==> config.mk <==
export PLATFORM = sky130hd
export DESIGN_NAME = neorv32_fetch_buffer
export DESIGN_NICKNAME = d
export VERILOG_FILES = /design/src/rtl/neorv32_fetch_pkg.sv /design/src/rtl/neorv32_fetch_fifo.sv /design/src/rtl/neorv32_fetch_buffer.sv
export SDC_FILE = /design/constraint.sdc
export NUM_CORES = 1
export LEC_CHECK = 0
export ABC_AREA = 1
export BUFFER_PORTS_ARGS = -buffer_cell sky130_fd_sc_hd__clkbuf_2
export CORE_AREA = 10 10 172 174
export DETAILED_ROUTE_END_ITERATION = 6
export DIE_AREA = 0 0 182 184
export HOLD_SLACK_MARGIN = 0.05
export PLACE_DENSITY = 0.75
export SETUP_SLACK_MARGIN = 0.05
export SLEW_MARGIN = 25
export SYNTH_ARGS = -nofsm -noshare
export SYNTH_HDL_FRONTEND = slang
export SYNTH_SLANG_ARGS = --single-unit
==> constraint.sdc <==
create_clock -name clk -period 2.66 [get_ports clk]
set_input_delay 0.532 -clock clk [delete_from_list [all_inputs] [get_ports clk]]
set_output_delay 0.532 -clock clk [all_outputs]
set_load 0.02 [all_outputs]
==> src/rtl/neorv32_fetch_pkg.sv <==
// Shared types and constants for the neorv32 instruction prefetch buffer.
package neorv32_fetch_pkg;

  localparam int XLEN = 32;
  localparam logic [XLEN-1:0] PC_STEP = 32'd4;

  typedef enum logic [1:0] {
    BOOT,
    RUN,
    ERR
  } fetch_state_e;

  typedef struct packed {
    logic [XLEN-1:0] pc;
    logic [XLEN-1:0] instr;
  } fetch_entry_t;

endpackage

==> src/rtl/neorv32_fetch_fifo.sv <==
// Synchronous FIFO of {pc, instr} entries; flush overrides push and pop.
module neorv32_fetch_fifo
  import neorv32_fetch_pkg::*;
#(
  parameter int DEPTH = 4,
  localparam int AW = $clog2(DEPTH),
  localparam int CNT_W = AW + 1
) (
  input  logic         clk,
  input  logic         rst_n,
  input  logic         push,
  input  logic         pop,
  input  logic         flush,
  input  fetch_entry_t din,
  output fetch_entry_t dout,
  output logic [AW:0]  count,
  output logic         full,
  output logic         empty
);

  fetch_entry_t       mem_q [DEPTH];
  logic [AW-1:0]      wr_ptr_q;
  logic [AW-1:0]      rd_ptr_q;
  logic [CNT_W-1:0]   count_q;
  logic               push_ok;
  logic               pop_ok;

  assign full    = (count_q == CNT_W'(DEPTH));
  assign empty   = (count_q == '0);
  assign pop_ok  = pop && !empty;
  // A push into a full FIFO is legal when the head leaves in the same cycle.
  assign push_ok = push && (!full || pop_ok);
  assign dout    = mem_q[rd_ptr_q];
  assign count   = count_q;

  always_ff @(posedge clk or negedge rst_n) begin
    if (!rst_n) begin
      wr_ptr_q <= '0;
      rd_ptr_q <= '0;
      count_q  <= '0;
      for (int i = 0; i < DEPTH; i++) mem_q[i] <= '0;
    end else if (flush) begin
      wr_ptr_q <= '0;
      rd_ptr_q <= '0;
      count_q  <= '0;
    end else begin
      if (push_ok) begin
        mem_q[wr_ptr_q] <= din;
        wr_ptr_q        <= wr_ptr_q + 1'b1;
      end
      if (pop_ok) rd_ptr_q <= rd_ptr_q + 1'b1;
      case ({push_ok, pop_ok})
        2'b10:   count_q <= count_q + 1'b1;
        2'b01:   count_q <= count_q - 1'b1;
        default: count_q <= count_q;
      endcase
    end
  end

endmodule

==> src/rtl/neorv32_fetch_buffer.sv <==
// Instruction prefetch stage: drives the ROM address, buffers fetched words,
// and hands them to the core; redirects flush and restart sequential fetch.
module neorv32_fetch_buffer
  import neorv32_fetch_pkg::*;
#(
  parameter int          DEPTH    = 4,
  parameter logic [31:0] RESET_PC = 32'h0000_0000
) (
  input  logic        clk,
  input  logic        rst,
  output logic [31:0] rom_addr,
  input  logic [31:0] rom_data,
  input  logic        redirect_valid,
  input  logic [31:0] redirect_pc,
  output logic        out_valid,
  output logic [31:0] out_instr,
  output logic [31:0] out_pc,
  input  logic        out_ready,
  output logic        fetch_err
);

  localparam int CNT_W = $clog2(DEPTH) + 1;

  fetch_state_e     state_q, state_d;
  logic [31:0]      fetch_pc_q, fetch_pc_d;
  logic             push, pop, flush;
  logic             fifo_full, fifo_empty;
  logic [CNT_W-1:0] fifo_count;
  fetch_entry_t     wr_entry, head;

  assign rom_addr  = fetch_pc_q;
  assign out_valid = !fifo_empty;
  assign out_pc    = head.pc;
  assign out_instr = head.instr;
  assign fetch_err = (state_q == ERR);
  assign pop       = out_valid && out_ready;
  assign wr_entry  = '{pc: fetch_pc_q, instr: rom_data};

  always_ff @(posedge clk or negedge rst) begin
    if (!rst) begin
      state_q    <= BOOT;
      fetch_pc_q <= RESET_PC;
    end else begin
      state_q    <= state_d;
      fetch_pc_q <= fetch_pc_d;
    end
  end

  always_comb begin
    state_d    = state_q;
    fetch_pc_d = fetch_pc_q;
    push       = 1'b0;
    flush      = 1'b0;
    if (redirect_valid) begin
      // The handshake still completes at the FIFO; flush drops everything else.
      flush = 1'b1;
      if (redirect_pc[1:0] == 2'b00) begin
        fetch_pc_d = redirect_pc;
        state_d    = RUN;
      end else begin
        state_d = ERR;
      end
    end else begin
      case (state_q)
        BOOT: state_d = RUN;
        RUN: begin
          if ((fifo_count < CNT_W'(DEPTH)) || pop) begin
            push       = 1'b1;
            fetch_pc_d = fetch_pc_q + PC_STEP;
          end
        end
        default: state_d = ERR;
      endcase
    end
  end

  neorv32_fetch_fifo #(
    .DEPTH(DEPTH)
  ) u_fifo (
    .clk  (clk),
    .rst_n(rst),
    .push (push),
    .pop  (pop),
    .flush(flush),
    .din  (wr_entry),
    .dout (head),
    .count(fifo_count),
    .full (fifo_full),
    .empty(fifo_empty)
  );

  // fifo_full is implied by the count compare above; kept for visibility.
  logic unused_full;
  assign unused_full = fifo_full;

endmodule

---- Word level (Yosys, flattened, before mapping) ----
Cells that the tools add are included.
word-level totals
  output and inout bits ................... 98
  word-level logic and storage cells ...... 73
  memories ................................ 0
  latch bits .............................. 0
  bits in read-only memories .............. 0
  bits in registers ....................... 297
  memory bits (writable) .................. 0
  bits of input ports ..................... 68
cells by class
  add/sub/neg operators ................... 5
  eq/ne operators ......................... 7
  div/mod/pow operators ................... 0
  mux-type cells .......................... 23
  order comparisons ....................... 4
  reduce and logical (&&, ||, !) cells .... 18
  shifts and indexed selects .............. 0
  multiply operators ...................... 0
  bitwise logic cells ..................... 3
operator list
  operator                 number
  $bwmux W256              1
  $mux W64                 3
  $bmux W64 S2             1
  $demux W64 S2            1
  $mux W32                 4
  $add A32 B3 Y32 const B  1
  $mux W2                  6
  $reduce_bool A2 Y1       4
  $ge A3 B3 Y1 const B     2
  $not A2 Y3               2
  $pmux W3 S2              1
  $add A2 B1 Y2 const B    2
  $eq A2 B1 Y1 const B     2
  $eq A2 B2 Y1 const B     2
  $logic_and A1 B1 Y1      4
  $logic_not A2 Y1         2
  $mux W1                  4
  $pmux W2 S2              1
  $add A3 B1 Y3 const B    1
  $eq A3 B3 Y1 const B     1
  $logic_not A3 Y1         1
  $lt A3 B1 Y1 const B     1
  $lt A3 B3 Y1 const B     1
  $mux W3                  1
  other kinds (9)          11

---- Logic depth before layout (Yosys ltp) ----
  depth after elaboration ................. 11
  depth in mapped cells ................... 11
  depth with buffers taken out ............ 10

---- By module ----
From an unflattened synthesis, not the netlist that was laid out.
second synthesis, totals
  cell total of the unflattened synthesis .. 1937
  area, all modules ....................... 14685.3 sq um
modules (own cells, without submodules)
  module                cells each  instances  sequential area each (sq um)  area an instance (sq um)
  neorv32_fetch_fifo    1532        1          6581.3                        12187.9
  neorv32_fetch_buffer  405         1          850.8                         2497.4

---- Worst setup path before layout ----
Ideal clock, no wire load.
  kind .................................... reg-to-output
  from .................................... register u_fifo.rd_ptr_q[0]
  to ...................................... output port out_pc[22]
  stages on the path, launching flop included .. 7
  data arrival time ....................... 1.601 ns
  slack ................................... 0.527 ns
  cell sequence ........................... dfrtp_1 > clkbuf_1 > inv_1 > clkbuf_1 > clkbuf_1 > nor2_1 > o22ai_1
between the ends
  word-level cells in the longest chain between the ends .. 4
RTL lines
  what                                         RTL line                    text
  start, declared                              neorv32_fetch_fifo.sv:23    logic [AW-1:0] rd_ptr_q;
  start signal, assigned                       neorv32_fetch_fifo.sv:51    if (pop_ok) rd_ptr_q <= rd_ptr_q + 1'b1;
  $not A2 Y3 (implied by the code)             neorv32_fetch_fifo.sv:33    assign dout = mem_q[rd_ptr_q];
  $bmux W64 S2                                 neorv32_fetch_fifo.sv:33
  $mux W64 (implied by the code) (2 in a row)  neorv32_fetch_fifo.sv:33
  end, declared                                neorv32_fetch_buffer.sv:17  output logic [31:0] out_pc,
No other way between the ends. The select of a mux whose other input is x is not followed.

---- Final worst setup path ----
  from .................................... register u_fifo.rd_ptr_q[0]
  to ...................................... output port out_instr[0]
between the ends
  word-level cells in the longest chain between the ends .. 4
RTL lines
  what                                         RTL line                    text
  $not A2 Y3 (implied by the code)             neorv32_fetch_fifo.sv:33
  $bmux W64 S2                                 neorv32_fetch_fifo.sv:33
  $mux W64 (implied by the code) (2 in a row)  neorv32_fetch_fifo.sv:33
  end, declared                                neorv32_fetch_buffer.sv:16  output logic [31:0] out_instr,
No other way between the ends. The select of a mux whose other input is x is not followed.

==> results by group <==
Status
  – Status: finished, final reports clean

Critical path
  – Setup Crit Path Kind: register to primary output
  – R2r startpoint: u_fifo.count[2]
  – Slowest CP cell: dfrtp_4
  – WP data required: ~2.1 ns
  – Crit-path max cell delay: 0.57 ns
  – CP arrival: about 2.0 ns
  – RR Endpoint: u_fifo.mem_q[192]
  – Crit end category: primary output
  – Bufs and invs on worst path: 3
  – R2r setup slk: 0.59 ns
  – Critical-path cell list: clkinv_8, buf_12, o21ai_0, o22ai_2, clkbuf_2
  – Max FO, Critical Path: 27
  – Crit start category: register
  – Worst path top cell family by delay: flip-flops
  – R2R depth: 7

Synthesis
  – Netlist Area Pre-Place: 14200 sq um
  – XOR/XNOR share of the synthesized area: less than 1%
  – FFs w/ async S/R, synth: 100%
  – Adder-cell area share of the yosys netlist: 0.583%
  – Main flop type after synthesis: dfrtp_1
  – Avg Inst Size Synth: 7.81 sq um
  – Sequential element share of the synthesized area: between 50% and 60%
  – Synthesized flop and latch total: 297
  – Synth Warn #: 0
  – Largest family of logic cells by synthesized area: simple AND/OR/NAND/NOR gates
  – Synth Area in Simple Gates: a little under a quarter
  – Mux share of post-synthesis cell area: 0%
  – Post-synth EDFFs: 0
  – Syn Inst Count: 1812
  – Synth Area in Compound Gates: 17.9%
  – Net Count, Synth: 1886
  – Synth unique cells: 28

Global routing
  – First-pass GRT wire length: about 68000 microns
  – Vias in the first global route: 12800
  – Largest net degree at the start of global routing: 101
  – GRT overflow: 0
  – Gr usage total: 24.5%
  – Initial antenna violation count: 1

STA
  – Slew Limit Fails: 0
  – Final Skew: a little over 0.02 ns
  – Post-route minimum period: roughly 2.6 ns
  – Period utilisation layout: 96.8%
  – Worst-margin pin slew: approximately 0.92 ns
  – RSZ-0062 raised after global routing: yes
  – # setup viols final: 0
  – Setup TNS: 0 ns
  – Max_slew headroom: between 30% and 40%
  – Max Clock Freq: 0.388 GHz
  – Final Hold Fails: 0

Floorplanning
  – Number of I/O pins: around 170
  – Core Area: 25900 sq um
  – Die X: 182 microns
  – Total die area: 33500 sq um
  – Starting Density: 54.6%
  – Row cnt: 59
  – Die Span Y: about 180 microns

CTS
  – Max clock buf depth: 3
  – Clk sinks: 297
  – TritonCTS buffer count: 31
  – Clk_lat worst skew: 0.57 ns
  – H-Tree Level Count: 1
  – TritonCTS clock tree: built
  – Reg clk slew, reported paths: 0.06 ns
  – CTS root buf: clkbuf_16

Worst hold path
  – Hold path startpoint: redirect_pc[3]
  – Hold Path Cell Cnt: 3
  – Worst Hold Class: primary input to register
  – Hold path endpoint: rom_addr[3]

Layout
  – Layout net count: approximately 2000
  – Most common cell after layout, fill and taps aside: nand2_1
  – Share of cells above drive strength 1: around 15%
  – Final non-filler cell area: 16500 sq um
  – Area growth syn-to-layout: 16.7%
  – Commonest non-fill, non-tap cells in the layout: 443 x nand2_1, 338 x nor2_1, 295 x dfrtp_1

Place
  – Final HPWL from detailed placement: 25900 microns
  – Placed cell area: roughly 15000 sq um
  – GPL Wtd Cong: 0.949
  – Number of port buffers: approximately 170

Detailed routing
  – Post-DR wirelength/cell: 18.4 microns
  – Routed WL: 42300 microns
  – Via count: 13100
  – Drt first pass iters: 7
  – Remaining DRCs: 0
  – Vias/cell: 5.69
  – Starting DRT DRC Count: 1333
  – Post-DRT Antenna Nets: 0

Power and ir drop
  – Worst vdd ir: approximately 750 uV
  – LEAKAGE: around 0.0085 uW
  – Pwr dens: between 900 and 1000 nW/um^2

Job
  – Max cap viols: 0
[worst reg2reg max path: stages, from the launching register on]
cell and delay, ns:
dfrtp_1 0.39, inv_1 0.07, nor2_1 0.20, nor2_4 0.10
clkinv_2 0.15, buf_4 0.73, o21ai_0 0.27, nand2_1 0.09
[routing by layer]
| metal | share of wire, % | GRT usage [%] |
|---|---|---|
| met3 | 9.1 | 5.45 |
| met2 | 47 | 39.6 |
| met1 | 42 | 32.5 |
| met4 | 2.1 | 6.51 |
| met5 | 0 | 0 |
[per-stage QoR]
step                      hold WS [ns]  utilization, %  setup slack [ns]  total power, uW  instances
after global routing             0.232            63.8           0.00796            15900       2295
after CTS                        0.201            63.3            0.0402            14900       2289
after detailed placement         0.463            58.9             0.353            10600       2228
final                            0.214            63.8            0.0857            15000       2296
after global placement           0.457            58.9             0.460            10500       2228
after floorplan                  0.236               -             0.527             8730       1812
[report_power, final]
group | leakage, uW | internal [uW] | switching, uW | total [uW]
clock network | 0.000491 | 2380 | 1780 | 4160
logic | 0.00405 | 1700 | 3430 | 5130
registers | 0.00394 | 5210 | 548 | 5750
total | 0.00848 | 9290 | 5760 | 15000
[cell type report]
class                           instances  area, sq um
Inverter                               62          246
Timing Repair inverter                  1         8.76
Tap cell                              335          419
Clock buffer                           47          926
Antenna cell                            1         2.50
Clock inverter                         10         56.3
Fill cell                            2249         9390
Timing Repair Buffer                  213         1490
Multi-Input combinational cell       1330         5940
Sequential cell                       297         7440
[repair_timing]
| action | CTS | global route |
|---|---|---|
| hold endpoints to repair | 57 | 0 |
| cloned | 3 | 2 |
| resized for setup | 7 | 31 |
| pin swaps | 2 | 6 |
| hold buffers | 1 | 0 |
| setup buffers | 0 | 4 |
| endpoints found under the setup margin | 42 | 56 |
[how the worst max path moves through the flow]
stage / start / endpoint / slack [ns] / cells past startpoint
2_1_floorplan: u_fifo.rd_ptr_q[0] / out_pc[22] / 0.53 / 6
5_1_grt: u_fifo.rd_ptr_q[0] / out_pc[14] / 0.008 / 5
4_1_cts: u_fifo.rd_ptr_q[0] / out_pc[17] / 0.04 / 5
3_5_place_dp: redirect_valid / u_fifo.mem_q[86] / 0.35 / 8
3_3_place_gp: redirect_valid / u_fifo.mem_q[151] / 0.46 / 8
6_report: u_fifo.rd_ptr_q[0] / out_instr[0] / 0.09 / 5
[cell families after synthesis]
logic type / after synthesis
adder cells (fa/ha/maj): 6
flip-flops: 297
AND/OR/NAND/NOR: 832
AO/OA/AOI/OAI: 488
buffers and inverters: 185
XOR/XNOR: 4
[cell usage after synthesis (2+ instances only)]
cell      count  area, sq um
inv_1        59          221
buf_2        28          140
inv_2         3         11.3
nand4_1       3         18.8
buf_6         9          101
nand2_1     443         1660
nand3_1      37          185
a31oi_1       2         12.5
nor2_2        3         18.8
dfrtp_1     297         7430
nor2_1      338         1270
a21oi_1     134          671
nor2_4        4         45.0
clkbuf_2      3         15.0
ha_1          5         62.6
buf_4        13         97.6
o22ai_1      67          419
nor3_1        2         10.0
clkbuf_1     67          251
buf_1         3         11.3
o21ai_1      37          185
o21ai_0     247         1240
xor2_1        3         26.3
[sequential cells by signal, indices dropped and copies added, names as in the netlist]
name             flops
rom_addr            32
u_fifo.wr_ptr_q      2
u_fifo.count         3
state_q              2
u_fifo.mem_q       256
u_fifo.rd_ptr_q      2
No activity file was read; power rests on OpenSTA's default activity.
